$ cat config.mk
export PLATFORM = sky130hd
export DESIGN_NAME = uart_tx_stream_flat
export DESIGN_NICKNAME = d
export VERILOG_FILES = /design/src/rtl/uart_pkg.sv /design/src/rtl/uart_tx_stream_if.sv /design/src/rtl/uart_tx_hold.sv /design/src/rtl/uart_tx_stream.sv /design/src/flat_wrapper.sv
export SDC_FILE = /design/constraint.sdc
export NUM_CORES = 1
export LEC_CHECK = 0
export ABC_AREA = 1
export BUFFER_PORTS_ARGS = -buffer_cell sky130_fd_sc_hd__clkbuf_2
export CAP_MARGIN = 10
export CORE_UTILIZATION = 59
export DETAILED_ROUTE_END_ITERATION = 16
export GPL_TIMING_DRIVEN = 0
export PLACE_DENSITY = 0.8
export SLEW_MARGIN = 10
export SYNTH_ARGS = -nofsm -noshare
export SYNTH_HDL_FRONTEND = slang
export SYNTH_SLANG_ARGS = --single-unit
$ cat constraint.sdc
create_clock -name clk_i -period 2.29 [get_ports clk_i]
set_input_delay 0.229 -clock clk_i [delete_from_list [all_inputs] [get_ports clk_i]]
set_output_delay 0.229 -clock clk_i [all_outputs]
set_load 0.01 [all_outputs]
$ cat src/rtl/uart_pkg.sv
// Shared definitions for the streaming UART transmitter: FSM encodings, parity modes
// and the width of the per-frame configuration bundle.
package uart_pkg;

  localparam logic [2:0] ST_IDLE   = 3'd0;
  localparam logic [2:0] ST_START  = 3'd1;
  localparam logic [2:0] ST_DATA   = 3'd2;
  localparam logic [2:0] ST_PARITY = 3'd3;
  localparam logic [2:0] ST_STOP   = 3'd4;
  localparam logic [2:0] ST_BREAK  = 3'd5;

  localparam logic [1:0] PAR_NONE = 2'b00;
  localparam logic [1:0] PAR_EVEN = 2'b01;
  localparam logic [1:0] PAR_ODD  = 2'b10;
  localparam logic [1:0] PAR_MARK = 2'b11;

  // data + length field + parity mode + stop2 + msb_first
  function automatic int unsigned cfg_width(input int unsigned max_data_w);
    return max_data_w + $clog2(max_data_w) + 4;
  endfunction

endpackage

$ cat src/rtl/uart_tx_stream_if.sv
// Frame request channel: valid/ready handshake carrying data and per-frame configuration.
interface uart_tx_stream_if #(
  parameter int unsigned MAX_DATA_W = 9
);
  localparam int unsigned LEN_W = $clog2(MAX_DATA_W);

  logic                  tx_valid;
  logic                  tx_ready;
  logic [MAX_DATA_W-1:0] tx_data;
  logic [LEN_W-1:0]      tx_len;
  logic [1:0]            tx_par;
  logic                  tx_stop2;
  logic                  tx_msb_first;

  modport master (
    output tx_valid, tx_data, tx_len, tx_par, tx_stop2, tx_msb_first,
    input  tx_ready
  );

  modport slave (
    input  tx_valid, tx_data, tx_len, tx_par, tx_stop2, tx_msb_first,
    output tx_ready
  );

endinterface

$ cat src/rtl/uart_tx_hold.sv
// One-entry holding register for frame requests. Clamps the length and zeroes data bits
// above it at capture, so downstream parity can simply reduce the whole word.
module uart_tx_hold
  import uart_pkg::*;
#(
  parameter int unsigned MAX_DATA_W = 9,
  localparam int unsigned LEN_W = $clog2(MAX_DATA_W)
) (
  input  logic                  clk_i,
  input  logic                  rst_ni,
  input  logic                  tx_en,
  input  logic                  unload,
  uart_tx_stream_if.slave       tx,
  output logic                  full,
  output logic                  load,
  output logic [MAX_DATA_W-1:0] data,
  output logic [LEN_W-1:0]      len,
  output logic [1:0]            par,
  output logic                  stop2,
  output logic                  msb_first
);

  localparam int unsigned        CFG_W   = cfg_width(MAX_DATA_W);
  localparam logic [LEN_W-1:0]   LEN_MAX = LEN_W'(MAX_DATA_W - 1);

  logic [CFG_W-1:0]      cfg_q;
  logic                  full_q;
  logic [LEN_W-1:0]      len_c;
  logic [MAX_DATA_W-1:0] data_c;

  // Reset gates ready so nothing is accepted while the block is held in reset.
  assign tx.tx_ready = rst_ni & tx_en & ~full_q;
  assign load        = tx.tx_valid & tx.tx_ready;

  always_comb begin
    len_c  = (tx.tx_len > LEN_MAX) ? LEN_MAX : tx.tx_len;
    data_c = '0;
    for (int i = 0; i < MAX_DATA_W; i++) begin
      data_c[i] = (i <= int'(len_c)) ? tx.tx_data[i] : 1'b0;
    end
  end

  always_ff @(posedge clk_i) begin
    if (!rst_ni) begin
      full_q <= 1'b0;
      cfg_q  <= '0;
    end else if (load) begin
      full_q <= 1'b1;
      cfg_q  <= {tx.tx_msb_first, tx.tx_stop2, tx.tx_par, len_c, data_c};
    end else if (unload) begin
      full_q <= 1'b0;
    end
  end

  assign full = full_q;
  assign {msb_first, stop2, par, len, data} = cfg_q;

endmodule

$ cat src/rtl/uart_tx_stream.sv
// Streaming UART transmitter: frame FSM, oversample/bit counters and parity, fed by a
// one-entry holding register so consecutive frames leave with no idle gap.
module uart_tx_stream
  import uart_pkg::*;
#(
  parameter int unsigned MAX_DATA_W = 9,
  parameter int unsigned OVERSAMPLE = 16
) (
  input  logic            clk_i,
  input  logic            rst_ni,
  input  logic            baud_en_i,
  input  logic            tx_en_i,
  input  logic            break_i,
  uart_tx_stream_if.slave tx,
  output logic            tx_busy_o,
  output logic            tx_done_o,
  output logic            uart_tx_o
);

  localparam int unsigned    OS_W    = $clog2(OVERSAMPLE);
  localparam int unsigned    LEN_W   = $clog2(MAX_DATA_W);
  localparam logic [OS_W-1:0] OS_LAST = OS_W'(OVERSAMPLE - 1);

  logic                  hold_full, hold_load, unload;
  logic [MAX_DATA_W-1:0] hold_data;
  logic [LEN_W-1:0]      hold_len;
  logic [1:0]            hold_par;
  logic                  hold_stop2, hold_msb;

  uart_tx_hold #(
    .MAX_DATA_W(MAX_DATA_W)
  ) u_hold (
    .clk_i    (clk_i),
    .rst_ni   (rst_ni),
    .tx_en    (tx_en_i),
    .unload   (unload),
    .tx       (tx),
    .full     (hold_full),
    .load     (hold_load),
    .data     (hold_data),
    .len      (hold_len),
    .par      (hold_par),
    .stop2    (hold_stop2),
    .msb_first(hold_msb)
  );

  logic [2:0]            state_q, state_d;
  logic [OS_W-1:0]       os_q, os_d;
  logic [LEN_W-1:0]      idx_q, idx_d;
  logic                  stop_q, stop_d;
  logic                  brk_q, brk_d;
  logic [MAX_DATA_W-1:0] data_q, data_d;
  logic [LEN_W-1:0]      len_q, len_d;
  logic [1:0]            par_q, par_d;
  logic                  stop2_q, stop2_d;
  logic                  msb_q, msb_d;
  logic                  done_d, done_q;
  logic                  line_c, line_q, busy_q;
  logic                  bit_end, idle_next;
  logic [LEN_W-1:0]      sel;

  assign bit_end = (os_q == OS_LAST);

  always_comb begin
    state_d   = state_q;
    os_d      = os_q;
    idx_d     = idx_q;
    stop_d    = stop_q;
    brk_d     = brk_q;
    data_d    = data_q;
    len_d     = len_q;
    par_d     = par_q;
    stop2_d   = stop2_q;
    msb_d     = msb_q;
    done_d    = 1'b0;
    unload    = 1'b0;
    idle_next = 1'b0;
    if (baud_en_i) begin
      os_d = bit_end ? '0 : os_q + 1'b1;
      case (state_q)
        ST_IDLE: begin
          os_d      = '0;
          idle_next = 1'b1;
        end
        ST_START: if (bit_end) begin
          state_d = ST_DATA;
          idx_d   = '0;
        end
        ST_DATA: if (bit_end) begin
          if (idx_q == len_q) state_d = (par_q != PAR_NONE) ? ST_PARITY : ST_STOP;
          else                idx_d   = idx_q + 1'b1;
        end
        ST_PARITY: if (bit_end) state_d = ST_STOP;
        ST_STOP: if (bit_end) begin
          if (stop2_q && !stop_q && !brk_q) begin
            stop_d = 1'b1;
          end else begin
            stop_d = 1'b0;
            if (brk_q) begin
              brk_d   = 1'b0;
              state_d = ST_IDLE;
            end else begin
              done_d    = 1'b1;
              idle_next = 1'b1;
            end
          end
        end
        ST_BREAK: if (bit_end && !break_i) begin
          state_d = ST_STOP;
          brk_d   = 1'b1;
        end
        default: state_d = ST_IDLE;
      endcase
      // Shared by IDLE and the last stop tick so a pending frame starts with no gap.
      if (idle_next) begin
        if (break_i) begin
          state_d = ST_BREAK;
        end else if (hold_full && tx_en_i) begin
          state_d = ST_START;
          unload  = 1'b1;
          data_d  = hold_data;
          len_d   = hold_len;
          par_d   = hold_par;
          stop2_d = hold_stop2;
          msb_d   = hold_msb;
        end else begin
          state_d = ST_IDLE;
        end
      end
    end
  end

  assign sel = msb_q ? (len_q - idx_q) : idx_q;

  always_comb begin
    case (state_q)
      ST_START:  line_c = 1'b0;
      ST_DATA:   line_c = data_q[sel];
      ST_PARITY: begin
        case (par_q)
          PAR_EVEN: line_c = ^data_q;
          PAR_ODD:  line_c = ~^data_q;
          default:  line_c = 1'b1;
        endcase
      end
      ST_BREAK:  line_c = 1'b0;
      default:   line_c = 1'b1;
    endcase
  end

  always_ff @(posedge clk_i) begin
    if (!rst_ni) begin
      state_q <= ST_IDLE;
      os_q    <= '0;
      idx_q   <= '0;
      stop_q  <= 1'b0;
      brk_q   <= 1'b0;
      data_q  <= '0;
      len_q   <= '0;
      par_q   <= PAR_NONE;
      stop2_q <= 1'b0;
      msb_q   <= 1'b0;
      done_q  <= 1'b0;
      line_q  <= 1'b1;
      busy_q  <= 1'b0;
    end else begin
      state_q <= state_d;
      os_q    <= os_d;
      idx_q   <= idx_d;
      stop_q  <= stop_d;
      brk_q   <= brk_d;
      data_q  <= data_d;
      len_q   <= len_d;
      par_q   <= par_d;
      stop2_q <= stop2_d;
      msb_q   <= msb_d;
      done_q  <= done_d;
      line_q  <= line_c;
      busy_q  <= (state_q != ST_IDLE);
    end
  end

  assign tx_busy_o = busy_q;
  assign tx_done_o = done_q;
  assign uart_tx_o = line_q;

endmodule
$ cat src/flat_wrapper.sv
// flat-port wrapper written by rule: the top's interface ports become plain ports
module uart_tx_stream_flat import uart_pkg::*;
#(
  parameter int unsigned MAX_DATA_W = 9,
  parameter int unsigned OVERSAMPLE = 16
)
  (clk_i, rst_ni, baud_en_i, tx_en_i, break_i, tx_busy_o, tx_done_o, uart_tx_o, tx_tx_valid, tx_tx_data, tx_tx_len, tx_tx_par, tx_tx_stop2, tx_tx_msb_first, tx_tx_ready);
  uart_tx_stream_if #(.MAX_DATA_W(MAX_DATA_W)) tx_i ();
  input  logic clk_i;
  input  logic rst_ni;
  input  logic baud_en_i;
  input  logic tx_en_i;
  input  logic break_i;
  output logic tx_busy_o;
  output logic tx_done_o;
  output logic uart_tx_o;
  input wire logic [$bits(tx_i.tx_valid)-1:0] tx_tx_valid;
  input wire logic [$bits(tx_i.tx_data)-1:0] tx_tx_data;
  input wire logic [$bits(tx_i.tx_len)-1:0] tx_tx_len;
  input wire logic [$bits(tx_i.tx_par)-1:0] tx_tx_par;
  input wire logic [$bits(tx_i.tx_stop2)-1:0] tx_tx_stop2;
  input wire logic [$bits(tx_i.tx_msb_first)-1:0] tx_tx_msb_first;
  output wire logic [$bits(tx_i.tx_ready)-1:0] tx_tx_ready;
  assign tx_i.tx_valid = tx_tx_valid;
  assign tx_i.tx_data = tx_tx_data;
  assign tx_i.tx_len = tx_tx_len;
  assign tx_i.tx_par = tx_tx_par;
  assign tx_i.tx_stop2 = tx_tx_stop2;
  assign tx_i.tx_msb_first = tx_tx_msb_first;
  assign tx_tx_ready = tx_i.tx_ready;
  uart_tx_stream #(.MAX_DATA_W(MAX_DATA_W), .OVERSAMPLE(OVERSAMPLE)) u_core (.clk_i(clk_i), .rst_ni(rst_ni), .baud_en_i(baud_en_i), .tx_en_i(tx_en_i), .break_i(break_i), .tx(tx_i), .tx_busy_o(tx_busy_o), .tx_done_o(tx_done_o), .uart_tx_o(uart_tx_o));
endmodule
==> results.sh <==
export IMPL_synthAdderAreaFrac_pct=4.42
export IMPL_drtIter0Drc=112
export IMPL_grt_pass1_wl_um=9980
export IMPL_drt_drc_violations_left=0
export IMPL_timing_final_crit_period_ns=2.09
export IMPL_synth_top_area_cells="dfxtp_1, nand2_1, nand3_1"
export IMPL_numPortBuffers=25
export IMPL_timing_setup_critical_path_class="flip-flop to flip-flop"
export IMPL_initial_core_util_pct=62.0
export IMPL_grt_setup_unrepaired="no"
export IMPL_whs_endpoint="u_core.u_hold.cfg_q[0]"
export IMPL_post_synth_cell_area_avg_um2=6.88
export IMPL_worst_r2r_endpoint="u_core.uart_tx_o"
export IMPL_complex_gate_fraction_of_the_synthesized_area_pct=15.3
export IMPL_comb_power_share_pct=26.8
export IMPL_ctsLongestPathBuffers=2
export IMPL_yosysTopAreaCellShare_pct=37.6
export IMPL_post_synthesis_xor_xnor_area_fraction_pct=1.29
export IMPL_pre_cts_slack_ns=0.211
export IMPL_stdcell_area_um2=3010
export IMPL_yosys_register_bits=51
export IMPL_p_int_uw=1480
export IMPL_core_rowCount=24
export IMPL_grt_pass1_vias=2306
export IMPL_antenna_violating_nets_post_route=0
export IMPL_holdPathStages=3
export IMPL_drt_wirelength_per_cell_um=11.9
export IMPL_netlist_instances=395
export IMPL_synth_mux_area_share_pct=0
export IMPL_synth_cell_area_um2=2720
export IMPL_finish_net_count=459
export IMPL_final_core_util_pct=68.7
export IMPL_synthSimpleGateAreaFrac_pct=31.8
export IMPL_io_pins=27
export IMPL_total_switching_power_uw=732
export IMPL_grt_max_degree=15
export IMPL_cts_buffers=5
export IMPL_clock_fmax_ghz=0.477
export IMPL_grt_busiest_layer="met2"
export IMPL_hpwlAfterDp_um=4370
export IMPL_routed_via_count=2569
export IMPL_synth_yosys_warnings=0
export IMPL_asyncSetResetFlopFracSynth_pct=0
export IMPL_clock_tree_htree_level_count=2
export IMPL_p_seq_share_pct=46.4
export IMPL_final_critical_path_setup_slack_ns=0.195
export IMPL_cap_violations=0
export IMPL_met2_usage_pct=41.2
export IMPL_setup_violations_final=0
export IMPL_clock_power_share_pct=26.8
export IMPL_grt_use_met1_pct=34.3
export IMPL_combinational_family_with_the_most_area_after_synthesis="simple AND/OR/NAND/NOR gates"
export IMPL_drt_pass1_iterations=4
export IMPL_tightestPinTransition_ns=0.586
export IMPL_clockRootBuffer="clkbuf_8"
export IMPL_clkTransAtPathRegs_ns=0.09
export IMPL_ys_seq_area_share_pct=37.6
export IMPL_drive_above_1_share_pct=17.1
export IMPL_power_density_nw_per_um2=734
export IMPL_worstPathArrival_ns=2.28
export IMPL_netlist_top_cell_by_area="dfxtp_1"
export IMPL_global_route_usage_met3_pct=4.33
export IMPL_r2r_start="u_core.idx_q[0]"
export IMPL_die_x_um=69.9
export IMPL_crit_path_max_fanout=6
export IMPL_setup_reg_to_reg_worst_slack_ns=0.20
export IMPL_area_of_the_placeable_core_um2=4380
export IMPL_sw_frac_of_total_pct=33.1
export IMPL_required_ns=2.48
export IMPL_cts_hold_repair_buffers=0
export IMPL_timing_setup_tns_ns=0
export IMPL_placed_standard_cell_area_um2=2910
export IMPL_grt_usage_pct=25.1
export IMPL_num_antenna_cells=0
export IMPL_maxSlewViolCount=0
export IMPL_flow_area_growth_from_synthesis_pct=10.9
export IMPL_cts_tree="yes"
export IMPL_layout_commonest_cell="nand2_1"
export IMPL_final_hold_violation_count=0
export IMPL_vias_per_cell=5.36
export IMPL_status="completed"
export IMPL_die_area_um2=4880
export IMPL_netlist_cell_type_count=31
export IMPL_gp_congestion=0.839
export IMPL_worst_skew_pair_late_latency_ns=0.30
export IMPL_grt_antenna_before_repair=0
export IMPL_relative_slew_slack_pct=60.9
export IMPL_synth_enable_flop_cells=0
export IMPL_p_leak_uw=0.00136
export IMPL_synth_ff_type="dfxtp_1"
export IMPL_holdCritStartpoint="tx_tx_data[0]"
export IMPL_final_min_period_over_clock_period_pct=91.5
export IMPL_post_synthesis_net_count=427
export IMPL_die_height_um=69.9
export IMPL_clock_skew_final_ns=0.00449
export IMPL_cp_start_kind="flip-flop"
export IMPL_min_delay_path_class="primary input to flip-flop"
export IMPL_grt_overflow=0
export IMPL_routed_wirelength_um=5710
export IMPL_clkSinkCount=51
export IMPL_endpoint_kind="flip-flop"
export IMPL_mostFrequentLayoutCells="nand2_1, dfxtp_1, nand3_1"
export IMPL_ff2ff_path_depth=12
export IMPL_ir_drop_v=0.000591
final cells by class:
type	instances	area, um^2
inverters	49	184
clock inverters	1	30.0
plain buffers	11	77.6
clock buffers	6	72.6
well taps	52	65.1
multi-input cells	284	1440
fillers	388	1370
flip-flops and latches	51	1020
repair buffers	25	125
power groups by stage:
stage               sequential [uW]  combinational [uW]  clock [uW]
floorplan                      1040                 442           0
global placement               1040                 568           0
detailed placement             1040                 576           0
CTS                            1020                 588         609
global route                   1040                 665         642
finish                         1030                 592         593
per-stage QoR:
step	cells	hold slack, ns	total power [uW]
floorplan	395	0.360	1480
global placement	472	0.454	1610
detailed placement	472	0.456	1620
CTS	479	0.146	2220
global route	479	0.159	2340
finish	479	0.155	2210
kinds of logic (layout without fill, tap and decap cells):
family | count (synthesis) | count (layout)
buffers and inverters | 60 | 92
XOR/XNOR | 4 | 4
flip-flops | 51 | 51
AND/OR/NAND/NOR | 196 | 196
adder cells (fa/ha/maj) | 9 | 9
AO/OA/AOI/OAI | 75 | 75
sequential cells by signal, summed over array words and instances, names as in the netlist, 2 cells and up:
name                 count
u_core.idx_q             4
u_core.len_q             4
u_core.state_q           3
u_core.os_q              4
u_core.u_hold.cfg_q     17
u_core.data_q            9
u_core.par_q             2
critical path, cell delays in order, from the launching register on:
cell and delay (ns):
dfxtp_1 0.44, ha_1 0.18, inv_1 0.06, fa_1 0.57
nand2_1 0.06, o21ai_0 0.12, nand3_1 0.11, nand2_1 0.07
nand2_1 0.05, nand2_1 0.06, nand2_1 0.05, a21oi_1 0.13
nand2_1 0.07
cell usage after synthesis (2+ instances only):
master / number
dfxtp_1: 51
buf_2: 2
nor2_2: 5
buf_6: 3
o21ai_1: 14
ha_1: 8
nand2_4: 2
inv_1: 38
o211ai_1: 3
clkbuf_1: 3
a21oi_1: 39
buf_4: 3
nand3_1: 46
nor2_1: 24
inv_2: 11
nand2_1: 106
xor2_1: 3
o21ai_0: 10
nand2_2: 4
a21oi_2: 3
nor3_1: 4
o21ai_2: 4
routing by layer:
| metal | share of wire (%) | up-vias | routed length, um |
|---|---|---|---|
| li1 | - | 1342 | - |
| met1 | 50 | 1171 | 2830 |
| met2 | 46 | 50 | 2610 |
| met3 | 3.6 | 6 | 207 |
| met4 | 0.95 | 0 | 54 |
| met5 | 0 | - | 0 |
how the worst max path moves through the flow:
stage / depth (start not counted) / slack (ns) / startpoint / to
after floorplan: 12 / 0.45 / u_core.idx_q[0] / u_core.uart_tx_o
after global placement: 11 / 0.23 / u_core.idx_q[0] / u_core.uart_tx_o
after CTS: 11 / 0.20 / u_core.idx_q[0] / u_core.uart_tx_o
after detailed placement: 11 / 0.21 / u_core.idx_q[0] / u_core.uart_tx_o
final: 12 / 0.20 / u_core.idx_q[0] / u_core.uart_tx_o
after global routing: 12 / 0.01 / u_core.idx_q[0] / u_core.uart_tx_o
what timing repair did:
item	CTS	global route
gates resized for setup	0	1
setup endpoints to repair	0	1
endpoints found under the hold margin	0	0
setup buffers	0	0
Note: power is estimated with default switching activity, not from simulation.
